**config.mk**
```make
export PLATFORM = sky130hd
export DESIGN_NAME = exponential_envelope
export DESIGN_NICKNAME = d
export VERILOG_FILES = /design/src/rtl/exponential_envelope.sv
export SDC_FILE = /design/constraint.sdc
export NUM_CORES = 1
export LEC_CHECK = 0
export BUFFER_PORTS_ARGS = -buffer_cell sky130_fd_sc_hd__buf_2
export CAP_MARGIN = 20
export CORE_UTILIZATION = 56
export CTS_CLUSTER_SIZE = 25
export DETAILED_ROUTE_END_ITERATION = 7
export GPL_TIMING_DRIVEN = 0
export PLACE_DENSITY = 0.82
export SYNTH_ARGS = -nofsm -noshare
export SYNTH_HDL_FRONTEND = slang
export SYNTH_SLANG_ARGS = --single-unit
```
**constraint.sdc**
```tcl
create_clock -name clk -period 2.7 [get_ports clk]
set_input_delay 0.27 -clock clk [delete_from_list [all_inputs] [get_ports clk]]
set_output_delay 0.27 -clock clk [all_outputs]
set_load 0.02 [all_outputs]
```
**src/rtl/exponential_envelope.sv**
```systemverilog
// Exponential amplitude envelope for the note player.
// Walks a parameter-derived exponential table (index 0 = loudest) through
// attack, sustain and release phases. Steps are paced by a prescaler that
// counts audio sample strobes.
module exponential_envelope #(
    parameter int ADDR_W = 4,
    parameter int DOUT_W = 8,
    parameter int RATE_W = 8
) (
    input  logic              clk,
    input  logic              reset,
    input  logic              note_start,
    input  logic              note_hold,
    input  logic              sample_ready,
    input  logic [RATE_W-1:0] attack_rate,
    input  logic [RATE_W-1:0] release_rate,
    output logic [DOUT_W-1:0] scale,
    output logic [ADDR_W-1:0] index,
    output logic              active,
    output logic              done
);

    localparam int                DEPTH   = 1 << ADDR_W;
    localparam logic [ADDR_W-1:0] IDX_MAX = ADDR_W'(DEPTH - 1);
    localparam logic [DOUT_W-1:0] MAXV    = '1;

    localparam logic [1:0] ST_IDLE    = 2'd0;
    localparam logic [1:0] ST_ATTACK  = 2'd1;
    localparam logic [1:0] ST_SUSTAIN = 2'd2;
    localparam logic [1:0] ST_RELEASE = 2'd3;

    // Exponential table: even entries halve each pair, odd entries sit at
    // 3/4 of the preceding even entry. Entry 0 would be full scale, so it
    // saturates to MAXV.
    logic [DOUT_W-1:0] table_w [DEPTH];

    genvar gi;
    generate
        for (gi = 0; gi < DEPTH; gi++) begin : g_table
            localparam int SH = ((gi % 2) == 0) ? (gi / 2) : (gi / 2 + 2);
            localparam logic [DOUT_W+1:0] BASE = ((gi % 2) == 0)
                ? ((DOUT_W+2)'(1) << DOUT_W)
                : ((DOUT_W+2)'(3) << DOUT_W);
            localparam logic [DOUT_W+1:0] RAW = BASE >> SH;
            assign table_w[gi] = (RAW > (DOUT_W+2)'(MAXV)) ? MAXV : RAW[DOUT_W-1:0];
        end
    endgenerate

    logic [1:0]        state_q, state_d;
    logic [ADDR_W-1:0] index_q, index_d;
    logic [RATE_W-1:0] presc_q, presc_d;
    logic [RATE_W-1:0] atk_rate_q, atk_rate_d;
    logic [RATE_W-1:0] rel_rate_q, rel_rate_d;
    logic [DOUT_W-1:0] scale_q, scale_d;
    logic              active_q, active_d;
    logic              done_q, done_d;

    logic [RATE_W-1:0] cur_rate;
    logic              step;

    // Next-state logic: note_start dominates, then prescaler steps, then hold changes.
    always_comb begin
        state_d    = state_q;
        index_d    = index_q;
        presc_d    = presc_q;
        atk_rate_d = atk_rate_q;
        rel_rate_d = rel_rate_q;
        done_d     = 1'b0;

        cur_rate = (state_q == ST_RELEASE) ? rel_rate_q : atk_rate_q;
        step     = sample_ready && (presc_q == cur_rate);

        if (note_start) begin
            // Start or retrigger: keep the current index so the level does not jump.
            state_d    = ST_ATTACK;
            presc_d    = '0;
            atk_rate_d = attack_rate;
            rel_rate_d = release_rate;
        end else begin
            case (state_q)
                ST_IDLE: begin
                    index_d = IDX_MAX;
                end
                ST_ATTACK: begin
                    if (index_q == '0) begin
                        // Retriggered while already at full level.
                        state_d = note_hold ? ST_SUSTAIN : ST_RELEASE;
                        presc_d = '0;
                    end else if (sample_ready) begin
                        if (step) begin
                            presc_d = '0;
                            index_d = index_q - ADDR_W'(1);
                            if (index_q == ADDR_W'(1)) begin
                                state_d = note_hold ? ST_SUSTAIN : ST_RELEASE;
                            end
                        end else begin
                            presc_d = presc_q + RATE_W'(1);
                        end
                    end
                end
                ST_SUSTAIN: begin
                    index_d = '0;
                    if (!note_hold) begin
                        state_d = ST_RELEASE;
                        presc_d = '0;
                    end
                end
                default: begin
                    if (sample_ready) begin
                        if (step) begin
                            presc_d = '0;
                            if (index_q == IDX_MAX) begin
                                state_d = ST_IDLE;
                                done_d  = 1'b1;
                            end else begin
                                index_d = index_q + ADDR_W'(1);
                            end
                        end else begin
                            presc_d = presc_q + RATE_W'(1);
                        end
                    end
                end
            endcase
        end

        active_d = (state_d != ST_IDLE);
        // Scale trails state/index by one cycle, like a synchronous ROM read.
        scale_d  = (state_q != ST_IDLE) ? table_w[index_q] : '0;
    end

    // State registers with synchronous reset.
    always_ff @(posedge clk) begin
        if (reset) begin
            state_q    <= ST_IDLE;
            index_q    <= IDX_MAX;
            presc_q    <= '0;
            atk_rate_q <= '0;
            rel_rate_q <= '0;
            scale_q    <= '0;
            active_q   <= 1'b0;
            done_q     <= 1'b0;
        end else begin
            state_q    <= state_d;
            index_q    <= index_d;
            presc_q    <= presc_d;
            atk_rate_q <= atk_rate_d;
            rel_rate_q <= rel_rate_d;
            scale_q    <= scale_d;
            active_q   <= active_d;
            done_q     <= done_d;
        end
    end

    assign scale  = scale_q;
    assign index  = index_q;
    assign active = active_q;
    assign done   = done_q;

endmodule

```
# == Word-level counts from Yosys, hierarchy flattened ==
# Memory sizes are Yosys's and may differ from the RTL's. A register that Yosys moved wholly into a read port is not among the register bits.
# Index checks and enable logic that the tools add are counted.
# classes
addsub,3
eq_ne,11
mux,25
n_bitwise,6
n_reduce_logical,12
# ops
cell,count
$mux W8,5
$mux W4,6
$pmux W8 S3,1
$mux W2,9
$pmux W4 S3,1
$add A8 B1 Y8 const B,1
$eq A8 B8 Y1,1
$ne A2 B2 Y1 const B,4
$reduce_and A7 Y1,1
$reduce_or A7 Y1,1
$pmux W2 S3,1
$reduce_bool A3 Y1,2
$not A1 Y1,5
$not A4 Y5,1
$add A4 B1 Y4 const B,1
$eq A2 B2 Y1 const B,2
$eq A4 B1 Y1 const B,1
$eq A4 B4 Y1 const B,1
$logic_not A4 Y1,1
$ne A4 B1 Y1 const B,1
$reduce_bool A2 Y1,2
$reduce_or A2 Y1,2
$sub A4 B1 Y4 const B,1
$eq A2 B1 Y1 const B,1
4 further kinds,5
# totals
register_bits,32
romBits,128
input_bits,21
word_cells,65
mem_count,1
# memory_table
name,depth,width,read_ports,rd_ports_with_merged_regs,write_ports,line,text
(name not given),16,8,1,1,0,128,scale_d = (state_q != ST_IDLE) ? table_w[index_q] : '0;

# == Logic depth before layout (Yosys ltp) ==
# depth
depth_word,10
ltp_mapped,9
ltp_nobuf,8

# == Worst setup path before layout ==
# Ideal clock, no wire load.
# synth_timing
path_type,register to register
from,register state_q[1]
to,register index_q[0] (netlist: index[0])
setup_ns,0.120
arrival_ns,2.085
t_required_ns,2.580
setup_slack_ns,0.495
path_stages_with_launch,9
n_path_buf,1
synth_period_minus_slack_ns,2.205
path_cell_list,dfxtp_1 ha_1 buf_6 mux2i_1 xor2_1 nand4_2 o32ai_4 a21oi_2 a211o_1
# synth_between
elab_chain_len,6
elab_cells_between_ends,15
classes_between,8 x eq/ne; 2 x mux; 5 x reduce/logical
# synth_lines
element,line,text
start: declaration,49,"logic [1:0] state_q, state_d;"
start signal: assignment,143,state_q <= state_d;
$eq A2 B2 Y1,70,cur_rate = (state_q == ST_RELEASE) ? rel_rate_q : atk_rate_q;
$mux W8,70,
$eq A8 B8 Y1,71,step = sample_ready && (presc_q == cur_rate);
$logic_and A1 B1 Y1,71,
$ne A2 B2 Y1 (no line) / $reduce_bool A3 Y1 (equally long branches),n/a,
$reduce_and A7 Y1 (no line),n/a,
end signal: assignment,144,index_q <= index_d;
end: declaration,50,"logic [ADDR_W-1:0] index_q, index_d;"
# Parallel ways exist; a longest one is shown, timed or not.
# A chain may end at the register's enable or synchronous reset.

# == Worst setup path in the final report ==
# layout_timing
from,register state_q[0]
to,register index_q[2] (netlist: index[2])
# The elaborated chain is that of the path after synthesis.

==> impl_metrics.json <==
{
  "status": "complete, no violations",
  "period_needed_ps": 2660,
  "port_buffers": 32,
  "clk_latency_ps": 300,
  "worst_slack_ps": 38.2,
  "path_max_fanout": 10,
  "drive_above_1_share": 0.180,
  "ys_seq_area_frac": 0.354,
  "place.gp.congestion": 0.900,
  "cap_violations": 0,
  "cts_tree": "yes",
  "hp-start": "release_rate[4]",
  "drtAntennaViolNets": 0,
  "clkSinkCount": 40,
  "rows": 22,
  "fin_crit_sh": 0.986,
  "leakagePower_uw": 0.00110,
  "chipHeight_um": 65.6,
  "holdPathStages": 3,
  "die_x_um": 65.6,
  "diodes": 0,
  "clock-root-buffer": "clkbuf_8",
  "worst_r2r_path_depth": 8,
  "syn_nets": 291,
  "hold_end": "rel_rate_q[4]",
  "drt_pass1_iterations": 4,
  "wl_per_cell_um": 14.6,
  "synth_area_mm2": 0.00226,
  "layoutNonFillerInstCount": 348,
  "ys_types": 50,
  "io_pins": 35,
  "dp_hpwl_mm": 3.63,
  "first_iter_violations": 169,
  "finalHoldViolCount": 0,
  "critPathKind": "flop to flop",
  "power_density_mw_per_mm2": 549,
  "grt_pass1_wl_mm": 8.39,
  "antenna_found_initial": 0,
  "grt_pass1_vias": 1934,
  "max_freq_ghz": 0.376,
  "drc": 0,
  "routed_wl_mm": 5.07,
  "core_mm2": 0.00377,
  "worst_ir_drop_vdd_mv": 0.357,
  "place_ws_ps": 137,
  "ys_ff_latch": 40,
  "worst_slew_pin_slew_ps": 659,
  "numCtsBuffers": 5,
  "place_inst": 339,
  "overflow": 0,
  "nFillCells": 288,
  "synth_warnings": 0,
  "r2r-end": "index[2]",
  "h-tree-depth": 2,
  "clk_pin_slew_worst_paths_ps": 80,
  "num_vias": 2017,
  "groute.usage.overall": 0.257,
  "ff2ff_setup_slack_ps": 40,
  "drv_slew": 0,
  "postCtsHoldBufs": 0,
  "fin_skew_ps": 5.68,
  "setup_viol": 0,
  "nets": 331,
  "cp.required_ps": 2880,
  "vias_per_cell": 5.80,
  "rr_startpoint": "state_q[0]",
  "grt_max_degree": 15,
  "die_area_mm2": 0.00430,
  "hp-class": "primary input to flop",
  "syn_area_per_cell_um2": 8.74,
  "syn_to_final_growth_pct": 15.7,
  "critPathCaptureType": "flop",
  "arrival_ps": 2850,
  "start_util": 0.601,
  "start_kind": "flop",
  "clk_path_buf_depth": 2,
  "utilization": 0.695,
  "slew_headroom": 0.561,
  "syn_inst": 259
}
cell usage in the layout (no fill, tap or decap), types with 5 or more instances in the layout:
master / count
a21oi_1: 12
o21ai_0: 8
nand2_1: 22
inv_1: 10
ha_1: 11
nand3_1: 9
mux2i_1: 30
clkbuf_1: 12
buf_2: 32
dfxtp_1: 39
a31oi_1: 10
xor2_1: 6
nor2_1: 32
clkbuf_8: 5
what timing repair did:
action | CTS | global route
gates resized for setup | 0 | 2
endpoints found under the hold margin | 0 | 0
endpoints found under the setup margin | 0 | 6
setup buffers | 0 | 1
report_power, final:
part	leakage, uW	internal, uW	switching, uW	total (uW)
clock	0.0000548	278	229	507
combinational	0.000718	116	180	296
sequential	0.000328	616	19.0	635
total	0.00110	1010	428	1440
synth_stat cells, drive strengths merged:
library cell,number,area share
dfxtp,40,0.35
nor2,32,0.053
mux2i,30,0.13
nand2,22,0.036
a21oi,14,0.038
clkbuf,12,0.020
ha,11,0.061
a31oi,10,0.028
inv,10,0.017
nand3,9,0.020
o21ai,9,0.020
xor2,6,0.023
nor3,5,0.013
a311oi,4,0.015
nand4,4,0.014
a211oi,3,0.0099
a21o,3,0.0099
buf,3,0.012
nand2b,3,0.0083
xnor2,3,0.012
and2,2,0.0061
nor4,2,0.0055
o311ai,2,0.0077
or2,2,0.0055
a211o,1,0.0039
a21boi,1,0.0033
a22oi,1,0.0033
a311o,1,0.0044
a32o,1,0.0044
a41oi,1,0.0039
and4,1,0.0039
and4bb,1,0.0055
nand4b,1,0.0039
nand4bb,1,0.0072
nor3b,1,0.0033
o2111a,1,0.0050
o2111ai,1,0.0039
o211ai,1,0.0033
o22ai,1,0.0028
o31ai,1,0.0033
o32ai,1,0.012
or3,1,0.0028
how the worst max path moves through the flow:
stage                    start  endpoint  slack, ps  depth (start not counted)
floorplan           state_q[1]  index[0]        490                          8
global placement    state_q[1]  index[2]        160                          8
detailed placement  state_q[1]  index[2]        140                          8
CTS                 state_q[1]  index[2]        110                          8
global route        state_q[0]  index[1]        -20                          8
finish              state_q[0]  index[2]         40                          8
metal layers:
layer / GRT usage / routed length [um] / vias up / part of all wire
met3: 0.0694 / 304 / 15 / 0.060
met4: 0.125 / 123 / 0 / 0.024
met5: 0 / 0 / - / 0
met2: 0.433 / 2420 / 75 / 0.48
met1: 0.299 / 2210 / 922 / 0.44
li1: - / - / 1005 / -
sequential cells by signal, indices dropped and copies added (netlist names):
signal,flops
atk_rate_q,8
presc_q,8
rel_rate_q,8
scale,8
index,4
state_q,2
active,1
done,1
worst max-delay path: stages, from the launching register on:
cell and delay [ps]:
dfxtp_1 460, ha_1 290, buf_6 190, mux2i_1 320
xor2_1 320, nand4bb_4 210, o32ai_4 400, and2_2 250
a31oi_1 100
stage by stage:
step | total power [uW] | instance area [um^2] | setup TNS, ps | hold WS (ps)
3_5_place_dp | 931 | 2480 | 0 | 481
2_1_floorplan | 859 | 2260 | 0 | 417
3_3_place_gp | 925 | 2480 | 0 | 473
4_1_cts | 1430 | 2600 | 0 | 200
5_1_grt | 1510 | 2620 | -29.8 | 197
6_report | 1440 | 2620 | 0 | 201
final cells by class:
cell class                 count  area (um^2)  share of cell area
buffer                        15         71.3              0.0272
inverter                      10         37.5              0.0143
tap                           48         60.1              0.0229
sequential                    40          802               0.306
clock buffer                   5         68.8              0.0263
clock inverter                 3         46.3              0.0177
timing repair buffer          33          168              0.0640
multi-input combinational    194         1370               0.521
cell families after synthesis:
| group | share of synthesized area |
|---|---|
| simple gates | 0.188 |
| compound gates | 0.182 |
| flops | 0.354 |
| mux | 0.133 |
| buf+inv | 0.0481 |
| fa+ha+maj | 0.0608 |
| xor+xnor | 0.0348 |
Note: power is estimated with default switching activity, not from simulation.
